<file path="src/rtl/tamagotchi_input_conditioner_if.sv">
// ---------------------------------------------------------------------------
// tamagotchi_input_conditioner_if
// Bundle between the board pins and the input conditioner.
//   master : board / stimulus side, drives the raw asynchronous levels and
//            observes the conditioned outputs.
//   slave  : conditioner side, receives raw levels and drives the outputs.
// Signals:
//   btn_a_raw, btn_b_raw, btn_c_raw, btn_test_raw, btn_speed_raw : raw buttons
//   luz_raw      : raw light sensor (0 = light, 1 = dark)
//   A, B, C      : one-cycle press pulses
//   test         : long-press-toggled test level
//   time_control : 2-bit speed select
//   luz          : debounced light level
// ---------------------------------------------------------------------------
interface tamagotchi_input_conditioner_if;
   logic       btn_a_raw;
   logic       btn_b_raw;
   logic       btn_c_raw;
   logic       btn_test_raw;
   logic       btn_speed_raw;
   logic       luz_raw;
   logic       A;
   logic       B;
   logic       C;
   logic       test;
   logic [1:0] time_control;
   logic       luz;

   modport master (
      output btn_a_raw, btn_b_raw, btn_c_raw, btn_test_raw, btn_speed_raw, luz_raw,
      input  A, B, C, test, time_control, luz
   );

   modport slave (
      input  btn_a_raw, btn_b_raw, btn_c_raw, btn_test_raw, btn_speed_raw, luz_raw,
      output A, B, C, test, time_control, luz
   );
endinterface

</file>
<file path="src/rtl/tamagotchi_input_conditioner.sv">
// ---------------------------------------------------------------------------
// tamagotchi_input_conditioner
// Front-end for the pet state machine: synchronizes and debounces the raw
// buttons and light sensor so one physical press gives exactly one event.
// Ports:
//   clk   : system clock
//   reset : synchronous, active-low reset (0 = reset)
//   bus   : slave side of tamagotchi_input_conditioner_if
//           (raw inputs in; A/B/C pulses, test, time_control, luz out)
// All outputs come straight from flops.
// ---------------------------------------------------------------------------
module tamagotchi_input_conditioner #(
   parameter int unsigned DEBOUNCE_CYCLES = 500000,
   parameter int unsigned LONG_CYCLES     = 250000000,
   parameter bit          BTN_ACTIVE_LOW  = 1'b1,
   parameter int unsigned CNT_W           = 28
) (
   input logic                           clk,
   input logic                           reset,
   tamagotchi_input_conditioner_if.slave bus
);
   // Channel order: 0 = A, 1 = B, 2 = C, 3 = test, 4 = speed, 5 = luz.
   localparam int unsigned NCH = 6;
   // Raw level of each channel when idle; XOR with it normalizes to pressed=1.
   localparam logic [NCH-1:0]   IDLE_RAW = {1'b0, {5{BTN_ACTIVE_LOW}}};
   localparam logic [CNT_W-1:0] DEB_LAST = CNT_W'(DEBOUNCE_CYCLES - 1);
   localparam logic [CNT_W-1:0] LONG_MAX = CNT_W'(LONG_CYCLES);

   logic [NCH-1:0]   w_raw;
   logic [NCH-1:0]   w_lvl;
   logic [3:0]       w_rise;      // {speed, C, B, A} debounced 0->1
   logic [NCH-1:0]   r_sync1;
   logic [NCH-1:0]   r_sync2;
   logic [NCH-1:0]   r_deb;
   logic [3:0]       r_deb_q;     // previous debounced {speed, C, B, A}
   logic [CNT_W-1:0] r_cnt [NCH];
   logic [CNT_W-1:0] r_hold;
   logic [2:0]       r_pulse;
   logic             r_test;
   logic [1:0]       r_tc;

   assign w_raw  = {bus.luz_raw, bus.btn_speed_raw, bus.btn_test_raw,
                    bus.btn_c_raw, bus.btn_b_raw, bus.btn_a_raw};
   assign w_lvl  = r_sync2 ^ IDLE_RAW;
   assign w_rise = {r_deb[4], r_deb[2:0]} & ~r_deb_q;

   // Synchronizers and debouncers.
   always_ff @(posedge clk) begin
      if (!reset) begin
         r_sync1 <= IDLE_RAW;
         r_sync2 <= IDLE_RAW;
         r_deb   <= '0;
         for (int unsigned i = 0; i < NCH; i++) begin
            r_cnt[i] <= '0;
         end
      end else begin
         r_sync1 <= w_raw;
         r_sync2 <= r_sync1;
         for (int unsigned i = 0; i < NCH; i++) begin
            if (w_lvl[i] == r_deb[i]) begin
               r_cnt[i] <= '0;
            end else if (r_cnt[i] == DEB_LAST) begin
               // DEBOUNCE_CYCLES-th consecutive differing cycle: accept.
               r_deb[i] <= w_lvl[i];
               r_cnt[i] <= '0;
            end else begin
               r_cnt[i] <= r_cnt[i] + CNT_W'(1);
            end
         end
      end
   end

   // Press pulses, speed select and test long-press.
   always_ff @(posedge clk) begin
      if (!reset) begin
         r_deb_q <= '0;
         r_pulse <= '0;
         r_tc    <= '0;
         r_hold  <= '0;
         r_test  <= 1'b0;
      end else begin
         r_deb_q <= {r_deb[4], r_deb[2:0]};
         r_pulse <= w_rise[2:0];
         if (w_rise[3]) begin
            r_tc <= r_tc + 2'd1;
         end
         // Hold counter saturates at LONG_CYCLES so test flips only once
         // per hold; a debounced release re-arms it.
         if (r_deb[3]) begin
            if (r_hold != LONG_MAX) begin
               r_hold <= r_hold + CNT_W'(1);
               if (r_hold == LONG_MAX - CNT_W'(1)) begin
                  r_test <= ~r_test;
               end
            end
         end else begin
            r_hold <= '0;
         end
      end
   end

   assign bus.A            = r_pulse[0];
   assign bus.B            = r_pulse[1];
   assign bus.C            = r_pulse[2];
   assign bus.test         = r_test;
   assign bus.time_control = r_tc;
   assign bus.luz          = r_deb[5];
endmodule
</file>
<file path="src/flat_wrapper.sv">
// flat-port wrapper written by rule: the top's interface ports become plain ports
module tamagotchi_input_conditioner_flat 
#(
   parameter int unsigned DEBOUNCE_CYCLES = 500000,
   parameter int unsigned LONG_CYCLES     = 250000000,
   parameter bit          BTN_ACTIVE_LOW  = 1'b1,
   parameter int unsigned CNT_W           = 28
)
  (clk, reset, bus_btn_a_raw, bus_btn_b_raw, bus_btn_c_raw, bus_btn_test_raw, bus_btn_speed_raw, bus_luz_raw, bus_A, bus_B, bus_C, bus_test, bus_time_control, bus_luz);
  tamagotchi_input_conditioner_if bus_i ();
  input logic clk;
  input logic reset;
  input wire logic [$bits(bus_i.btn_a_raw)-1:0] bus_btn_a_raw;
  input wire logic [$bits(bus_i.btn_b_raw)-1:0] bus_btn_b_raw;
  input wire logic [$bits(bus_i.btn_c_raw)-1:0] bus_btn_c_raw;
  input wire logic [$bits(bus_i.btn_test_raw)-1:0] bus_btn_test_raw;
  input wire logic [$bits(bus_i.btn_speed_raw)-1:0] bus_btn_speed_raw;
  input wire logic [$bits(bus_i.luz_raw)-1:0] bus_luz_raw;
  output wire logic [$bits(bus_i.A)-1:0] bus_A;
  output wire logic [$bits(bus_i.B)-1:0] bus_B;
  output wire logic [$bits(bus_i.C)-1:0] bus_C;
  output wire logic [$bits(bus_i.test)-1:0] bus_test;
  output wire logic [$bits(bus_i.time_control)-1:0] bus_time_control;
  output wire logic [$bits(bus_i.luz)-1:0] bus_luz;
  assign bus_i.btn_a_raw = bus_btn_a_raw;
  assign bus_i.btn_b_raw = bus_btn_b_raw;
  assign bus_i.btn_c_raw = bus_btn_c_raw;
  assign bus_i.btn_test_raw = bus_btn_test_raw;
  assign bus_i.btn_speed_raw = bus_btn_speed_raw;
  assign bus_i.luz_raw = bus_luz_raw;
  assign bus_A = bus_i.A;
  assign bus_B = bus_i.B;
  assign bus_C = bus_i.C;
  assign bus_test = bus_i.test;
  assign bus_time_control = bus_i.time_control;
  assign bus_luz = bus_i.luz;
  tamagotchi_input_conditioner #(.DEBOUNCE_CYCLES(DEBOUNCE_CYCLES), .LONG_CYCLES(LONG_CYCLES), .BTN_ACTIVE_LOW(BTN_ACTIVE_LOW), .CNT_W(CNT_W)) u_core (.clk(clk), .reset(reset), .bus(bus_i));
endmodule
</file>
<file path="config.mk">
export PLATFORM = sky130hd
export DESIGN_NAME = tamagotchi_input_conditioner_flat
export DESIGN_NICKNAME = d
export VERILOG_FILES = /design/src/rtl/tamagotchi_input_conditioner_if.sv /design/src/rtl/tamagotchi_input_conditioner.sv /design/src/flat_wrapper.sv
export SDC_FILE = /design/constraint.sdc
export NUM_CORES = 1
export LEC_CHECK = 0
export CORE_MARGIN = 10
export CORE_UTILIZATION = 62
export DETAILED_ROUTE_END_ITERATION = 16
export PLACE_DENSITY = 0.79
export SETUP_SLACK_MARGIN = 0.05
export SKIP_CTS_REPAIR_TIMING = 1
export SLEW_MARGIN = 10
export SYNTH_ARGS = -nofsm -noshare
export SYNTH_HDL_FRONTEND = slang
export SYNTH_SLANG_ARGS = --single-unit
</file>
<file path="constraint.sdc">
create_clock -name clk -period 2.6 [get_ports clk]
set_input_delay 0.65 -clock clk [delete_from_list [all_inputs] [get_ports clk]]
set_output_delay 0.65 -clock clk [all_outputs]
set_load 0.02 [all_outputs]
</file>
======== Yosys cells after proc, flatten, opt, wreduce, memory -nomap -nowiden ========
Memories as Yosys holds them, arrays and structs flattened.
Cells that the tools add are included.
Widths: inputs -> output; s select.
operators by class
  add/sub/neg operators ................... 8
  equal/unequal tests ..................... 14
  multiplexer cells ....................... 85
  bitwise logic cells ..................... 28
  reduce and logical (&&, ||, !) cells .... 8
operators by type and width
  operator               number
  $mux 28                18
  $add 28x1->28 const B  7
  $eq 28x19->1 const B   6
  $mux 1                 67
  $eq 28x28->1 const B   1
  $ne 28x28->1 const B   1
  $or 1x1->1             18
  $reduce_and 2->1       7
  $not 1->1              7
  $eq 1x1->1             6
  $not 5->5              1
  $and 4x4->4            1
  $not 4->4              1
  $reduce_and 3->1       1
  $add 2x1->2 const B    1
word-level totals
  bits in registers ....................... 56
  RAM bits ................................ 168
  input bits .............................. 8
  output and inout bits ................... 7
  word-level logic and storage cells ...... 157
  memories kept ........................... 1
memory list
  name          depth  bits a word  rd ports  clocked after memory_dff  wr ports  line                                source
  u_core.r_cnt  6      28           6         0                         6         tamagotchi_input_conditioner.sv:36  logic [CNT_W-1:0] r_cnt [NCH];

======== Longest topological paths before layout ========
  depth after elaboration ................. 8
  depth in mapped cells ................... 8
  gate-level depth less buffers ........... 6

======== Worst setup path after synthesis ========
Ideal clock, no wire load.
  path type ............................... flip-flop to flip-flop
  start ................................... memory u_core.r_cnt[5][0]
  end ..................................... memory u_core.r_cnt[5][26] (data pin)
  library setup time ...................... 147 ps
  arrival ................................. 2017 ps
  required time ........................... 2453 ps
  setup slack ............................. 436 ps
  stages on the path, launching flop included .. 7
  buffers on the path ..................... 1
  period minus slack after synthesis ...... 2164 ps
  cell sequence ........................... edfxtp_1 ha_1 nand4_1 or4_1 clkbuf_1 or4_1 a21oi_1
RTL lines
  element      line
  from (decl)  tamagotchi_input_conditioner.sv:36

======== Worst setup path after layout ========
  start ................................... register u_core.r_hold[0]
  end ..................................... register u_core.r_hold[26]
between the ends
  longest elaborated chain between the ends .. 1
  elaborated cells on any way between the ends .. 2
  classes of those cells .................. 1 x add/sub; 1 x eq/ne
ends and longest elaborated chain
  element                                        line                                                                    source
  from (decl)                                    tamagotchi_input_conditioner.sv:37                                      logic [CNT_W-1:0] r_hold;
  from (signal assigned)                         tamagotchi_input_conditioner.sv:91                                      r_hold <= r_hold + CNT_W'(1);
  $add 28x1->28 or $ne 28x28->1 (tied branches)  tamagotchi_input_conditioner.sv:91, tamagotchi_input_conditioner.sv:90
Several ways; a longest one is shown, not always the timed one.
A chain may end at the register's enable or synchronous reset.

==> run summary <==
gp weighted congestion -> 0.845
synthesized cell area -> 0.0119 mm²
Worst Setup Path Type -> flip-flop to flip-flop
post-synth top area share -> 42.5%
DP HPWL -> 16.2 mm
Peak Freq -> 0.423 GHz
filler cell count -> 1371
slowest cell delay on critical path -> 0.72 ns
Synth Warn # -> 0
total iterations of the first detailed-routing run -> 5
hold slack final -> 0.388 ns
num rows -> 50
Rel. slew slack -> 51.9%
DR vias -> 9448
CP bufs+invs -> 0
Post-Syn Instances -> 1196
CTS Buf Count -> 25
clk_skew -> 0.00849 ns
crit-path max FO -> 10
Pleak -> 0.00457 µW
flop2flop setup slack -> 0.24 ns
crit start category -> flip-flop
drt total wl -> 23.7 mm
Synth area leaders -> edfxtp_1, dfxtp_1, a21oi_1
port buffer count -> 14
vias per cell -> 5.82
PD cells -> 579 mW/mm²
GRT Util Overall -> 19.3%
flops & latches, synth -> 224
ant diodes -> 0
Syn Area/Cell -> 9.93 µm²
GRT overflow -> 0
ys async rst share -> 0%
pin count of the biggest net entering global routing -> 29
Starting Density -> 63.3%
top-count cell post-synth -> edfxtp_1
Die H -> 158 µm
total power -> 7960 µW
crit path capture type -> flip-flop
initial antenna violation count -> 0
CTS tree -> built
Hold Crit Class -> flip-flop to flip-flop
setup TNS -> 0 ns
most frequent CP cell -> or4_1
Clock Path Buffers -> 3
clk slew on worst S/H paths -> 0.06 ns
H-tree depth -> 1
Seq/Total Area, Yosys -> 51.9%
Final #Nets -> 1385
Die W -> 158 µm
CP Data Arrival Time -> 2.82 ns
Core Box Area -> 0.0188 mm²
Setup violations, final -> 0
Max-Cap Viols -> 0
die area -> 0.0251 mm²
Least-Margin Pin Slew -> 0.718 ns
number of global-route vias before repair -> 9020
WP data required -> 3.05 ns
Post-synth EDFFs -> 168
post-synthesis cell type count -> 55
post-route ant nets -> 0
cell taking the most area after synthesis -> edfxtp_1
Post-synth top cells -> edfxtp_1, nor2_1, a21oi_1
clk_lat worst skew -> 0.52 ns
critical path, cell by cell -> ha_1, nand4_4, or4_1, or4_1, a21oi_1
Tcrit/Tclk final -> 90.9%
I/O pin cnt -> 15
status -> finished clean
layout cells sized above 1 -> 5.55%
starting DRC count in detailed routing -> 521
crit path time final -> 2.36 ns
number of remaining DRC errors -> 0
clk root buf -> clkbuf_16
RSZ-0062 raised after global routing -> no
Max VDD drop -> 0.502 mV
family with the most delay on the worst path -> simple AND/OR/NAND/NOR gates
final hold violations -> 0
Area Growth Syn to Fin -> 15.8%
Slew Limit Fails -> 0
slowest stage cell, crit path -> or4_1
Synth Flop Type -> edfxtp_1
WL/cell -> 14.6 µm
first-pass GRT wire length -> 41.2 mm
clk sink count -> 224
-- power breakdown --
part	switching, µW	total [µW]	internal (µW)
sequential	141	4100	3960
clock	1430	3600	2170
combinational	157	257	99.6
-- registers in the layout (all words and copies together), names as in the netlist, 2 cells and up --
name                     count
u_core.r_hold               28
u_core.r_deb                 6
u_core.r_pulse               3
u_core.r_sync2               6
u_core.bus.time_control      2
u_core.r_deb_q               4
u_core.r_sync1               6
u_core.r_cnt               168
-- per-stage QoR --
| stage | util (%) | instance area, µm² | setup slack (ns) | std cells |
|---|---|---|---|---|
| floorplan | - | 12500 | 0.436 | 1363 |
| global placement | 68.7 | 12900 | 0.178 | 1576 |
| detailed placement | 68.7 | 12900 | 0.105 | 1576 |
| CTS | 73.2 | 13700 | 0.137 | 1622 |
| global route | 73.3 | 13800 | 0.0677 | 1622 |
| finish | 73.3 | 13800 | 0.236 | 1622 |
-- per-layer routing --
layer	track usage, %	part of all wire (%)
met5	0	0
met3	2.75	3.9
met2	32.5	49
met1	25.6	45
met4	5.47	2.0
-- worst register-to-register path, cell delays in order, from the launching register on --
cell     delay, ns
dfxtp_1       0.39
ha_1          0.31
nand4_4       0.17
or4_1         0.72
or4_1         0.55
a21oi_1       0.15
-- path summary, 6_finish.rpt --
path,from,to,depth (start not counted)
min,u_core.r_deb_q[0]$_SDFF_PN0_,u_core.r_pulse[0]$_SDFF_PN0_,1
min reg2reg,u_core.r_deb_q[0]$_SDFF_PN0_,u_core.r_pulse[0]$_SDFF_PN0_,1
max reg2reg,u_core.r_hold[0]$_SDFFE_PN0N_,u_core.r_hold[26]$_SDFFE_PN0N_,5
max,u_core.r_hold[0]$_SDFFE_PN0N_,u_core.r_hold[26]$_SDFFE_PN0N_,5
-- area by class of cell --
class	count	area, µm²	area share, %
Sequential cell	224	6170	44.8
Multi-Input combinational cell	1055	6040	43.9
Clock buffer	28	678	4.93
Timing Repair Buffer	34	303	2.20
Tap cell	234	293	2.13
Clock inverter	18	168	1.22
Inverter	29	109	0.791
-- layout by cell type, fill, tap and decap left out, drive strengths merged, types with 2 or more instances in the layout --
| master | count |
|---|---|
| or4 | 45 |
| a21o | 2 |
| clkbuf | 28 |
| xor2 | 51 |
| o311ai | 2 |
| nand4b | 4 |
| a21oi | 98 |
| nand3 | 72 |
| nor4 | 33 |
| buf | 20 |
| nor3b | 2 |
| edfxtp | 168 |
| nor2b | 4 |
| nor3 | 17 |
| nand2b | 11 |
| o21ai | 64 |
| dfxtp | 56 |
| ha | 8 |
| nor2 | 113 |
| and2 | 15 |
| and4 | 30 |
| and3 | 19 |
| a31oi | 2 |
| nand4 | 71 |
| nor4b | 11 |
| inv | 31 |
| xnor2 | 41 |
| clkdlybuf4s50 | 14 |
| conb | 168 |
| nand3b | 2 |
| or4b | 2 |
| mux2i | 2 |
| o211ai | 2 |
| clkinv | 13 |
| or3 | 56 |
| nand2 | 63 |
| bufinv | 3 |
| o31ai | 35 |
-- cell families (layout without fill, tap and decap cells) --
group           Yosys count  count (layout)  synth area share, %
compound gates          209             209                 9.88
xor+xnor                 92              92                 6.78
fa+ha+maj                 8               8                0.843
buf+inv                  84             109                 2.81
flops                   224             224                 51.9
mux                       3               3                0.263
other cells               1             168               0.0316
simple gates            575             575                 27.5
Power figures use the tool's default switching activity.
